==> src/rtl/rw_recovery_request_arbiter_pkg.sv <==
// Shared pipeline types for the RW-stage recovery request arbiter.
// Contents:
//   RefetchType        - encoded refetch kind sent along with a recovery
//   RwRecoveryArbState - arbiter FSM states
//   ActiveListAge      - distance of an ActiveList entry from the head
package rw_recovery_request_arbiter_pkg;

  localparam int AL_INDEX_W = 6;
  localparam int REFETCH_W  = 3;

  typedef enum logic [REFETCH_W-1:0] {
    REFETCH_TYPE_THIS_PC                = 3'd0,
    REFETCH_TYPE_NEXT_PC                = 3'd1,
    REFETCH_TYPE_BRANCH_TARGET          = 3'd2,
    REFETCH_TYPE_NEXT_PC_TO_CSR_TARGET  = 3'd3,
    REFETCH_TYPE_THIS_PC_TO_CSR_TARGET  = 3'd4
  } RefetchType;

  typedef enum logic [1:0] {
    IDLE  = 2'd0,
    HOLD  = 2'd1,
    ISSUE = 2'd2
  } RwRecoveryArbState;

  // Modular subtraction keeps ordering correct across head wrap-around.
  function automatic logic [AL_INDEX_W-1:0] ActiveListAge(
    input logic [AL_INDEX_W-1:0] ptr,
    input logic [AL_INDEX_W-1:0] head
  );
    return ptr - head;
  endfunction

endpackage

==> src/rtl/rw_recovery_request_arbiter_if.sv <==
// Bundle between the RW-stage lanes / recovery manager and the arbiter.
// master: drives lane requests, head pointer and manager status.
// slave : the arbiter; drives the issued exception request and pending.
interface rw_recovery_request_arbiter_if #(
  parameter int LANES          = 3,
  parameter int AL_INDEX_WIDTH = 6,
  parameter int ADDR_WIDTH     = 32,
  parameter int REFETCH_WIDTH  = 3
);
  logic [LANES-1:0]                     req_valid;
  logic [LANES-1:0][AL_INDEX_WIDTH-1:0] req_ptr;
  logic [LANES-1:0][ADDR_WIDTH-1:0]     req_pc;
  logic [LANES-1:0][REFETCH_WIDTH-1:0]  req_refetch;
  logic [AL_INDEX_WIDTH-1:0]            al_head_ptr;
  logic                                 unable_to_start_recovery;
  logic                                 cm_exception_detected;
  logic                                 exception_detected_rw;
  logic [AL_INDEX_WIDTH-1:0]            rw_exception_ptr;
  logic [ADDR_WIDTH-1:0]                recovered_pc_rw;
  logic [REFETCH_WIDTH-1:0]             refetch_type_rw;
  logic                                 pending;

  modport master (
    output req_valid, req_ptr, req_pc, req_refetch, al_head_ptr,
           unable_to_start_recovery, cm_exception_detected,
    input  exception_detected_rw, rw_exception_ptr, recovered_pc_rw,
           refetch_type_rw, pending
  );

  modport slave (
    input  req_valid, req_ptr, req_pc, req_refetch, al_head_ptr,
           unable_to_start_recovery, cm_exception_detected,
    output exception_detected_rw, rw_exception_ptr, recovered_pc_rw,
           refetch_type_rw, pending
  );
endinterface

==> src/rtl/rw_recovery_age_select.sv <==
// Combinational oldest-of-LANES selector.
// Inputs : valid/ptr/pc/refetch per lane, head (age origin).
// Outputs: sel_valid, sel_lane, sel_ptr, sel_pc, sel_refetch of the oldest
//          valid lane; equal ages resolve to the lowest lane index.
module rw_recovery_age_select
  import rw_recovery_request_arbiter_pkg::*;
#(
  parameter int LANES          = 3,
  parameter int AL_INDEX_WIDTH = AL_INDEX_W,
  parameter int ADDR_WIDTH     = 32,
  parameter int REFETCH_WIDTH  = REFETCH_W,
  parameter int LANE_W         = (LANES > 1) ? $clog2(LANES) : 1
) (
  input  logic [LANES-1:0]                     valid,
  input  logic [LANES-1:0][AL_INDEX_WIDTH-1:0] ptr,
  input  logic [LANES-1:0][ADDR_WIDTH-1:0]     pc,
  input  logic [LANES-1:0][REFETCH_WIDTH-1:0]  refetch,
  input  logic [AL_INDEX_WIDTH-1:0]            head,
  output logic                                 sel_valid,
  output logic [LANE_W-1:0]                    sel_lane,
  output logic [AL_INDEX_WIDTH-1:0]            sel_ptr,
  output logic [ADDR_WIDTH-1:0]                sel_pc,
  output logic [REFETCH_WIDTH-1:0]             sel_refetch
);
  logic [AL_INDEX_WIDTH-1:0] best_age;
  logic [AL_INDEX_WIDTH-1:0] age;

  always_comb begin
    sel_valid   = 1'b0;
    sel_lane    = '0;
    sel_ptr     = '0;
    sel_pc      = '0;
    sel_refetch = '0;
    best_age    = '0;
    age         = '0;
    for (int i = 0; i < LANES; i++) begin
      age = ActiveListAge(ptr[i], head);
      // Strict less-than keeps the earlier (lower) lane on a tie.
      if (valid[i] && (!sel_valid || age < best_age)) begin
        sel_valid   = 1'b1;
        sel_lane    = LANE_W'(i);
        sel_ptr     = ptr[i];
        sel_pc      = pc[i];
        sel_refetch = refetch[i];
        best_age    = age;
      end
    end
  end
endmodule

==> src/rtl/rw_recovery_request_arbiter.sv <==
// Keeps the oldest RW-stage recovery request (by ActiveList age), holds it
// while the recovery manager is busy, then issues it as a one-cycle strobe.
// Ports:
//   clk, rst - clock, synchronous active-high reset
//   bus      - slave side of rw_recovery_request_arbiter_if (lane requests,
//              head pointer, manager status in; issued request, pending out)
module rw_recovery_request_arbiter
  import rw_recovery_request_arbiter_pkg::*;
#(
  parameter int LANES          = 3,
  parameter int AL_INDEX_WIDTH = AL_INDEX_W,
  parameter int ADDR_WIDTH     = 32,
  parameter int REFETCH_WIDTH  = REFETCH_W,
  parameter int LANE_W         = (LANES > 1) ? $clog2(LANES) : 1
) (
  input logic clk,
  input logic rst,
  rw_recovery_request_arbiter_if.slave bus
);
  RwRecoveryArbState state, state_nxt;

  logic [AL_INDEX_WIDTH-1:0] held_ptr;
  logic [ADDR_WIDTH-1:0]     held_pc;
  logic [REFETCH_WIDTH-1:0]  held_refetch;
  logic                      held_valid;

  logic                      new_valid;
  logic [LANE_W-1:0]         new_lane;
  logic [AL_INDEX_WIDTH-1:0] new_ptr;
  logic [ADDR_WIDTH-1:0]     new_pc;
  logic [REFETCH_WIDTH-1:0]  new_refetch;

  logic                      m_valid;
  logic                      m_lane;
  logic [AL_INDEX_WIDTH-1:0] m_ptr;
  logic [ADDR_WIDTH-1:0]     m_pc;
  logic [REFETCH_WIDTH-1:0]  m_refetch;

  logic load, clear;
  logic unused_lane;

  assign unused_lane = ^new_lane;
  assign held_valid  = (state != IDLE);

  rw_recovery_age_select #(
    .LANES(LANES), .AL_INDEX_WIDTH(AL_INDEX_WIDTH),
    .ADDR_WIDTH(ADDR_WIDTH), .REFETCH_WIDTH(REFETCH_WIDTH), .LANE_W(LANE_W)
  ) u_lane_sel (
    .valid(bus.req_valid), .ptr(bus.req_ptr), .pc(bus.req_pc),
    .refetch(bus.req_refetch), .head(bus.al_head_ptr),
    .sel_valid(new_valid), .sel_lane(new_lane), .sel_ptr(new_ptr),
    .sel_pc(new_pc), .sel_refetch(new_refetch)
  );

  // Held entry sits on slot 0, so a new request wins only if strictly older.
  rw_recovery_age_select #(
    .LANES(2), .AL_INDEX_WIDTH(AL_INDEX_WIDTH),
    .ADDR_WIDTH(ADDR_WIDTH), .REFETCH_WIDTH(REFETCH_WIDTH), .LANE_W(1)
  ) u_merge_sel (
    .valid({new_valid, held_valid}), .ptr({new_ptr, held_ptr}),
    .pc({new_pc, held_pc}), .refetch({new_refetch, held_refetch}),
    .head(bus.al_head_ptr),
    .sel_valid(m_valid), .sel_lane(m_lane), .sel_ptr(m_ptr),
    .sel_pc(m_pc), .sel_refetch(m_refetch)
  );

  always_comb begin
    state_nxt = state;
    load      = 1'b0;
    clear     = 1'b0;
    unique case (state)
      IDLE: begin
        if (new_valid) begin
          state_nxt = HOLD;
          load      = 1'b1;
        end
      end
      HOLD: begin
        load = 1'b1;
        if (!bus.unable_to_start_recovery) state_nxt = ISSUE;
      end
      ISSUE: begin
        // Only arrivals older than the issued op survive its flush.
        if (m_valid && m_lane) begin
          state_nxt = HOLD;
          load      = 1'b1;
        end else begin
          state_nxt = IDLE;
        end
      end
      default: state_nxt = IDLE;
    endcase
    if (bus.cm_exception_detected) begin
      state_nxt = IDLE;
      load      = 1'b0;
      clear     = 1'b1;
    end
  end

  always_ff @(posedge clk) begin
    if (rst) begin
      state                     <= IDLE;
      held_ptr                  <= '0;
      held_pc                   <= '0;
      held_refetch              <= REFETCH_WIDTH'(REFETCH_TYPE_THIS_PC);
      bus.exception_detected_rw <= 1'b0;
      bus.pending               <= 1'b0;
      bus.rw_exception_ptr      <= '0;
      bus.recovered_pc_rw       <= '0;
      bus.refetch_type_rw       <= REFETCH_WIDTH'(REFETCH_TYPE_THIS_PC);
    end else begin
      state <= state_nxt;
      if (clear) begin
        held_ptr     <= '0;
        held_pc      <= '0;
        held_refetch <= REFETCH_WIDTH'(REFETCH_TYPE_THIS_PC);
      end else if (load) begin
        held_ptr     <= m_ptr;
        held_pc      <= m_pc;
        held_refetch <= m_refetch;
      end
      bus.exception_detected_rw <= (state_nxt == ISSUE);
      bus.pending               <= (state_nxt != IDLE);
      if (state_nxt == ISSUE) begin
        bus.rw_exception_ptr <= m_ptr;
        bus.recovered_pc_rw  <= m_pc;
        bus.refetch_type_rw  <= m_refetch;
      end
    end
  end

  // CSR-target refetches never originate in the RW stage.
  always_ff @(posedge clk) begin
    if (!rst) begin
      for (int i = 0; i < LANES; i++) begin
        if (bus.req_valid[i]) begin
          assert (bus.req_refetch[i] != REFETCH_WIDTH'(REFETCH_TYPE_NEXT_PC_TO_CSR_TARGET) &&
                  bus.req_refetch[i] != REFETCH_WIDTH'(REFETCH_TYPE_THIS_PC_TO_CSR_TARGET));
        end
      end
    end
  end
endmodule
==> src/flat_wrapper.sv <==
// flat-port wrapper written by rule: the top's interface ports become plain ports
module rw_recovery_request_arbiter_flat import rw_recovery_request_arbiter_pkg::*;
#(
  parameter int LANES          = 3,
  parameter int AL_INDEX_WIDTH = AL_INDEX_W,
  parameter int ADDR_WIDTH     = 32,
  parameter int REFETCH_WIDTH  = REFETCH_W,
  parameter int LANE_W         = (LANES > 1) ? $clog2(LANES) : 1
)
  (clk, rst, bus_req_valid, bus_req_ptr, bus_req_pc, bus_req_refetch, bus_al_head_ptr, bus_unable_to_start_recovery, bus_cm_exception_detected, bus_exception_detected_rw, bus_rw_exception_ptr, bus_recovered_pc_rw, bus_refetch_type_rw, bus_pending);
  rw_recovery_request_arbiter_if #(.LANES(LANES), .AL_INDEX_WIDTH(AL_INDEX_WIDTH), .ADDR_WIDTH(ADDR_WIDTH), .REFETCH_WIDTH(REFETCH_WIDTH)) bus_i ();
  input logic clk;
  input logic rst;
  input wire logic [$bits(bus_i.req_valid)-1:0] bus_req_valid;
  input wire logic [$bits(bus_i.req_ptr)-1:0] bus_req_ptr;
  input wire logic [$bits(bus_i.req_pc)-1:0] bus_req_pc;
  input wire logic [$bits(bus_i.req_refetch)-1:0] bus_req_refetch;
  input wire logic [$bits(bus_i.al_head_ptr)-1:0] bus_al_head_ptr;
  input wire logic [$bits(bus_i.unable_to_start_recovery)-1:0] bus_unable_to_start_recovery;
  input wire logic [$bits(bus_i.cm_exception_detected)-1:0] bus_cm_exception_detected;
  output wire logic [$bits(bus_i.exception_detected_rw)-1:0] bus_exception_detected_rw;
  output wire logic [$bits(bus_i.rw_exception_ptr)-1:0] bus_rw_exception_ptr;
  output wire logic [$bits(bus_i.recovered_pc_rw)-1:0] bus_recovered_pc_rw;
  output wire logic [$bits(bus_i.refetch_type_rw)-1:0] bus_refetch_type_rw;
  output wire logic [$bits(bus_i.pending)-1:0] bus_pending;
  assign bus_i.req_valid = bus_req_valid;
  assign bus_i.req_ptr = bus_req_ptr;
  assign bus_i.req_pc = bus_req_pc;
  assign bus_i.req_refetch = bus_req_refetch;
  assign bus_i.al_head_ptr = bus_al_head_ptr;
  assign bus_i.unable_to_start_recovery = bus_unable_to_start_recovery;
  assign bus_i.cm_exception_detected = bus_cm_exception_detected;
  assign bus_exception_detected_rw = bus_i.exception_detected_rw;
  assign bus_rw_exception_ptr = bus_i.rw_exception_ptr;
  assign bus_recovered_pc_rw = bus_i.recovered_pc_rw;
  assign bus_refetch_type_rw = bus_i.refetch_type_rw;
  assign bus_pending = bus_i.pending;
  rw_recovery_request_arbiter #(.LANES(LANES), .AL_INDEX_WIDTH(AL_INDEX_WIDTH), .ADDR_WIDTH(ADDR_WIDTH), .REFETCH_WIDTH(REFETCH_WIDTH), .LANE_W(LANE_W)) u_core (.clk(clk), .rst(rst), .bus(bus_i));
endmodule
==> config.mk <==
export PLATFORM = sky130hd
export DESIGN_NAME = rw_recovery_request_arbiter_flat
export DESIGN_NICKNAME = d
export VERILOG_FILES = /design/src/rtl/rw_recovery_request_arbiter_pkg.sv /design/src/rtl/rw_recovery_request_arbiter_if.sv /design/src/rtl/rw_recovery_age_select.sv /design/src/rtl/rw_recovery_request_arbiter.sv /design/src/flat_wrapper.sv
export SDC_FILE = /design/constraint.sdc
export NUM_CORES = 1
export LEC_CHECK = 0
export ABC_CLOCK_PERIOD_IN_PS = 12500
export BUFFER_PORTS_ARGS = -buffer_cell sky130_fd_sc_hd__buf_2
export CAP_MARGIN = 20
export CORE_ASPECT_RATIO = 0.5
export CORE_MARGIN = 4
export CORE_UTILIZATION = 53
export DETAILED_ROUTE_END_ITERATION = 12
export PLACE_DENSITY = 0.89
export SLEW_MARGIN = 20
export SYNTH_ARGS = -nofsm -noshare
export SYNTH_HDL_FRONTEND = slang
export SYNTH_HIERARCHICAL = 1
export SYNTH_SLANG_ARGS = --single-unit
==> constraint.sdc <==
create_clock -name clk -period 12.5 [get_ports clk]
set_clock_uncertainty 0.05 [all_clocks]
set_input_delay 2.5 -clock clk [delete_from_list [all_inputs] [get_ports clk]]
set_output_delay 2.5 -clock clk [all_outputs]
set_load 0.1 [all_outputs]
After elaboration in Yosys (flattened, before gate mapping)
Index checks and enable logic that the tools add are counted.
{"block": "word_totals", "reg_bits": 86, "inputBits": 136, "out_inout_bits": 43, "wordCells": 68}
{"block": "classes", "addsub": 5, "magnitude_cmp": 3, "n_eq_ne": 3, "mux": 34, "n_reduce_logical": 14}
{"operator": "2-to-1 mux 32 bit", "count": 5}
{"operator": "2-to-1 mux 6 bit", "count": 8}
{"operator": "subtractor 6 bit", "count": 5}
{"operator": "< comparator 6 bit", "count": 3}
{"operator": "2-to-1 mux 3 bit", "count": 5}
{"operator": "2-to-1 mux 1 bit", "count": 11}
{"operator": "2-to-1 mux 2 bit", "count": 3}
{"operator": "case mux 2 bit (3 select lines)", "count": 1}
{"operator": "== test 2 bit, second input constant", "count": 2}
{"operator": "logical AND 1 bit", "count": 4}
{"operator": "nonzero test 2 bit", "count": 2}
{"operator": "logical NOT 1 bit", "count": 3}
{"operator": "logical OR 1 bit", "count": 3}
{"operator": "case mux 1 bit (3 select lines)", "count": 1}
{"operator": "== test 2 x 1 -> 1 bit, second input constant", "count": 1}
{"operator": "logical NOT 2 bit", "count": 1}
{"operator": "OR reduction 2 bit", "count": 1}

Longest topological paths before layout
{"block": "depth", "depth_word": 20, "depth_mapped": 43, "depth_no_buf": 36}

By module
Netlist, hierarchy kept.
{"mod": "rw_recovery_request_arbiter", "instances": 1, "cells_per_inst": 385, "area_per_inst_um2": 3154.3, "seq_area_each_um2": 1721.7}
{"mod": "rw_recovery_age_select (u_core.u_lane_sel)", "instances": 1, "cells_per_inst": 232, "area_per_inst_um2": 2098.3, "seq_area_each_um2": 0.0}
{"mod": "rw_recovery_age_select (u_core.u_merge_sel)", "instances": 1, "cells_per_inst": 128, "area_per_inst_um2": 1067.3, "seq_area_each_um2": 0.0}

Least setup slack after synthesis
Ideal clock, no wire load.
{"block": "synth_timing", "path_kind": "input-to-reg", "start": "in bus_al_head_ptr[1]", "end": "reg u_core.held_pc[0]", "setup_time_ns": 0.070, "t_arrival_ns": 9.703, "required_time_ns": 12.380, "path_slack_ns": 2.676, "stages": 39, "n_path_buf": 7, "path_cell_list": "inv_1 -> ha_1 -> a21oi_1 -> o21ai_0 -> and4_1 -> or3_1 -> ha_1 -> a21oi_1 -> nand2_1 -> a41oi_2 -> o21a_1 -> buf_6 -> buf_6 -> buf_2 -> nor2_1 -> a21oi_1 -> ha_1 -> a211oi_2 -> [... 3 more ...] -> and3_1 -> buf_4 -> buf_6 -> mux2_4 -> ha_1 -> nor2b_1 -> o21a_1 -> o2111a_1 -> a211o_1 -> ha_1 -> a21oi_1 -> o22ai_1 -> nor3_4 -> buf_6 -> and4b_1 -> clkbuf_1 -> o21ai_0 -> a21oi_1"}
{"block": "synth_between", "elab_chain_len": 19, "word_cells_on_any_way": 32, "cone_classes": "5 x add/sub; 3 x order compare; 16 x mux; 8 x reduce/logical"}
{"element": "from (decl)", "line": "flat_wrapper.sv:18", "text": "input wire logic [$bits(bus_i.al_head_ptr)-1:0] bus_al_head_ptr;"}
{"element": "subtractor 6 bit", "line": "rw_recovery_request_arbiter_pkg.sv:30", "text": "return ptr - head;"}
{"element": "2-to-1 mux 6 bit", "line": "rw_recovery_age_select.sv:39", "text": "if (valid[i] && (!sel_valid || age < best_age)) begin"}
{"element": "< comparator 6 bit", "line": "rw_recovery_age_select.sv:39"}
{"element": "logical OR 1 bit", "line": "rw_recovery_age_select.sv:39"}
{"element": "logical AND 1 bit", "line": "rw_recovery_age_select.sv:39"}
{"element": "2-to-1 mux 6 bit or 2-to-1 mux 1 bit (tied branches)", "line": "rw_recovery_age_select.sv:39"}
{"element": "< comparator 6 bit or logical NOT 1 bit (tied branches)", "line": "rw_recovery_age_select.sv:39"}
{"element": "logical OR 1 bit", "line": "rw_recovery_age_select.sv:39"}
{"element": "[... 2 more ...]"}
{"element": "named net u_core.new_ptr[1]", "line": "rw_recovery_request_arbiter.sv:29", "text": "logic [AL_INDEX_WIDTH-1:0] new_ptr;"}
{"element": "[... 2 more ...]"}
{"element": "logical OR 1 bit *", "line": "rw_recovery_age_select.sv:39"}
{"element": "logical AND 1 bit *", "line": "rw_recovery_age_select.sv:39"}
{"element": "2-to-1 mux 1 bit *", "line": "rw_recovery_age_select.sv:39"}
{"element": "named net u_core.m_lane", "line": "rw_recovery_request_arbiter.sv:34", "text": "logic m_lane;"}
{"element": "logical AND 1 bit *", "line": "rw_recovery_request_arbiter.sv:84", "text": "if (m_valid && m_lane) begin"}
{"element": "2-to-1 mux 1 bit *", "line": "rw_recovery_request_arbiter.sv:84"}
{"element": "case mux 1 bit (3 select lines) *", "line": "rw_recovery_request_arbiter.sv:71", "text": "unique case (state)"}
{"element": "2-to-1 mux 1 bit *", "line": "rw_recovery_request_arbiter.sv:93", "text": "if (bus.cm_exception_detected) begin"}
{"element": "to (signal assigned)", "line": "rw_recovery_request_arbiter.sv:119", "text": "held_pc <= m_pc;"}
{"element": "to (decl)", "line": "rw_recovery_request_arbiter.sv:23", "text": "logic [ADDR_WIDTH-1:0] held_pc;"}
Mark *: on every way through the listed nets, which the timed path passes. The rest lies on a longest branch.
A chain may end at the register's enable or synchronous reset.

Worst setup path in the final report
{"block": "layout_timing", "start": "in bus_al_head_ptr[1]", "end": "reg u_core.bus.recovered_pc_rw[26]"}
{"block": "layout_between", "word_cells_on_any_way": 33, "cone_classes": "5 x add/sub; 3 x order compare; 1 x eq/ne; 16 x mux; 8 x reduce/logical"}
{"element": "subtractor 6 bit", "line": "rw_recovery_request_arbiter_pkg.sv:30"}
{"element": "2-to-1 mux 6 bit", "line": "rw_recovery_age_select.sv:39"}
{"element": "< comparator 6 bit", "line": "rw_recovery_age_select.sv:39"}
{"element": "logical OR 1 bit", "line": "rw_recovery_age_select.sv:39"}
{"element": "logical AND 1 bit", "line": "rw_recovery_age_select.sv:39"}
{"element": "2-to-1 mux 6 bit or 2-to-1 mux 1 bit (tied branches)", "line": "rw_recovery_age_select.sv:39"}
{"element": "< comparator 6 bit or logical NOT 1 bit (tied branches)", "line": "rw_recovery_age_select.sv:39"}
{"element": "logical OR 1 bit", "line": "rw_recovery_age_select.sv:39"}
{"element": "logical AND 1 bit", "line": "rw_recovery_age_select.sv:39"}
{"element": "2-to-1 mux 6 bit *", "line": "rw_recovery_age_select.sv:39"}
{"element": "named net u_core.new_ptr[4]", "line": "rw_recovery_request_arbiter.sv:29"}
{"element": "subtractor 6 bit *", "line": "rw_recovery_request_arbiter_pkg.sv:30"}
{"element": "< comparator 6 bit *", "line": "rw_recovery_age_select.sv:39"}
{"element": "logical OR 1 bit *", "line": "rw_recovery_age_select.sv:39"}
{"element": "logical AND 1 bit *", "line": "rw_recovery_age_select.sv:39"}
{"element": "2-to-1 mux 32 bit *", "line": "rw_recovery_age_select.sv:39"}
{"element": "named net u_core.m_pc[26]", "line": "rw_recovery_request_arbiter.sv:36", "text": "logic [ADDR_WIDTH-1:0] m_pc;"}
{"element": "to (signal assigned)", "line": "rw_recovery_request_arbiter.sv:126", "text": "bus.recovered_pc_rw <= m_pc;"}
{"element": "to (decl)", "line": "rw_recovery_request_arbiter_if.sv:33", "text": "output exception_detected_rw, rw_exception_ptr, recovered_pc_rw,"}
Marked as above.

==> flow_metrics.env <==
export IMPL_clk_latency_ps=340
export IMPL_crit_top_cell="ha_1"
export IMPL_cts_buffers_inserted=9
export IMPL_vias_per_cell=6.054
export IMPL_grt_first_pass_wirelength_um=30130
export IMPL_power_net_switching_mw=0.4071
export IMPL_wl_per_cell_um=17.71
export IMPL_finalMaxSlewViolations=0
export IMPL_power_frac_clock_pct=25.9
export IMPL_start_util_pct=55.75
export IMPL_outcome="finished, final reports clean"
export IMPL_min_period_ps=11330
export IMPL_ys_warn_count=6
export IMPL_max_clock_freq_ghz=0.08825
export IMPL_fp_dieH_um=85.16
export IMPL_path_class="in2reg"
export IMPL_vias=6302
export IMPL_layout_common_cells="178 x buf_2, 102 x a21oi_1, 95 x nand2_1"
export IMPL_holdWs_ps=402.5
export IMPL_busiest_layer="met2"
export IMPL_power_mw=1.115
export IMPL_use_met3_pct=4.755
export IMPL_wl_um=18430
export IMPL_postSynthAreaPerCell_um2=8.492
export IMPL_netlist_area_mm2=0.006310
export IMPL_cts_hold_buf=0
export IMPL_cts_resized=0
export IMPL_power_frac_seq_pct=27.4
export IMPL_die_x_um=162.3
export IMPL_critPathCaptureType="register"
export IMPL_fin_nets=1058
export IMPL_drt_iter0_drc=455
export IMPL_core_mm2=0.01132
export IMPL_place_gp_congestion=0.8921
export IMPL_slew_headroom_pct=28.90
export IMPL_drc=0
export IMPL_antenna_found_initial=0
export IMPL_max_cap_violations=0
export IMPL_grt_max_degree=52
export IMPL_worst_pin_slew_ps=1066
export IMPL_fin_util_pct=65.57
export IMPL_ios=179
export IMPL_hold_violations=0
export IMPL_areaGrowthSynthToFinish_pct=17.61
export IMPL_diodes=0
export IMPL_cp_start_kind="input port"
export IMPL_first_pass_iters=5
export IMPL_crit_arrival_ps=11520
export IMPL_cts_tree="yes"
export IMPL_clockBufferDepth=2
export IMPL_cts_setup_buffers=0
export IMPL_tns_ps=0
export IMPL_path_clk_slew_ps=60
export IMPL_rows=27
export IMPL_p_int_mw=0.7078
export IMPL_htreeDepth=3
export IMPL_cellLeakagePower_nw=3.331
export IMPL_power_density_mw_per_mm2=150.2
export IMPL_comb_power_share_pct=46.7
export IMPL_ant_nets=0
export IMPL_vdd_drop_max_mv=0.08562
export IMPL_critPathSlowestCell="o21a_2"
export IMPL_cp_data_required_time_ps=12690
export IMPL_met2_usage_pct=44.24
export IMPL_worstPathMaxFanout=51
export IMPL_layout_drive_gt1_share_pct=29.25
export IMPL_synth_fp_nets=924
export IMPL_layout_commonest_cell="buf_2"
export IMPL_place_port_buffers=178
export IMPL_track_usage_pct=25.98
export IMPL_final_period_utilization_pct=90.65
export IMPL_hpwl_um=12890
export IMPL_root_buffer="clkbuf_16"
export IMPL_syn_inst=743
export IMPL_use_met1_pct=33.07
export IMPL_swShare_pct=36.51
export IMPL_critPathMaxStageDelay_ps=890
export IMPL_grt_overflow=0
export IMPL_die_area_mm2=0.01382
export IMPL_cts_sinks=86
export IMPL_hold_path_class="reg2reg"
export IMPL_rsz0062_at_grt="no"
export IMPL_setup_viol=0
export IMPL_grt_pass1_vias=6221
[registers in the layout, summed over array words and instances, names as in the netlist]
| signal | count |
|---|---|
| u_core/bus.recovered_pc_rw | 32 |
| u_core/held_refetch | 3 |
| u_core/bus.refetch_type_rw | 3 |
| u_core/bus.rw_exception_ptr | 6 |
| u_core/held_ptr | 6 |
| u_core/bus.pending | 1 |
| u_core/bus.exception_detected_rw | 1 |
| u_core/state | 2 |
| u_core/held_pc | 32 |
[path summary, 6_finish.rpt]
| kind | startpoint | end | slack (ps) | depth (start not counted) |
|---|---|---|---|---|
| hold reg to reg | u_core/bus.recovered_pc_rw[17]$_SDFFE_PP0N_ | u_core/bus.recovered_pc_rw[17]$_SDFFE_PP0N_ | 400 | 2 |
| setup reg to reg | u_core/state[1]$_SDFF_PP0_ | u_core/bus.recovered_pc_rw[26]$_SDFFE_PP0N_ | 8530 | 12 |
| hold / removal | u_core/bus.recovered_pc_rw[17]$_SDFFE_PP0N_ | u_core/bus.recovered_pc_rw[17]$_SDFFE_PP0N_ | 400 | 2 |
| setup / recovery | bus_al_head_ptr[1] | u_core/bus.recovered_pc_rw[26]$_SDFFE_PP0N_ | 1170 | 34 |
[power by group through the flow]
| stage | logic, mW | clock network (mW) | registers, mW |
|---|---|---|---|
| after detailed placement | 0.505 | 0 | 0.311 |
| after global routing | 0.568 | 0.304 | 0.307 |
| final | 0.520 | 0.289 | 0.305 |
| after floorplan | 0.399 | 0 | 0.336 |
| after global placement | 0.491 | 0 | 0.310 |
| after CTS | 0.511 | 0.291 | 0.305 |
[final cells by class]
class / count / area, µm²
sequential: 86 / 1722
clock inverter: 5 / 81.33
inverter: 28 / 105.1
multi-input combinational: 567 / 4120
fill: 938 / 3896
timing repair buffer: 185 / 950.9
tap: 159 / 198.9
clock buffer: 11 / 242.7
[worst max-delay path: cells and delay by family]
kind,cells,cell delay (ps)
compound gates,15,4160
simple gates,10,2100
fa+ha+maj,5,1630
buf+inv,3,700
mux,1,370
[routing by layer]
| metal | share of wire, % | wire [µm] |
|---|---|---|
| met5 | 0 | 0 |
| met4 | 3.1 | 566 |
| met3 | 7.5 | 1376 |
| met2 | 48 | 8824 |
| met1 | 42 | 7667 |
[per-stage QoR]
stage	std cells	setup WS [ps]	area, µm²
after floorplan	743	2687	6310
after global placement	1024	1336	7082
after detailed placement	1024	1032	7082
after CTS	1040	1304	7406
after global routing	1041	442.8	7421
final	1041	1169	7421
No activity file was read; power rests on OpenSTA's default activity.
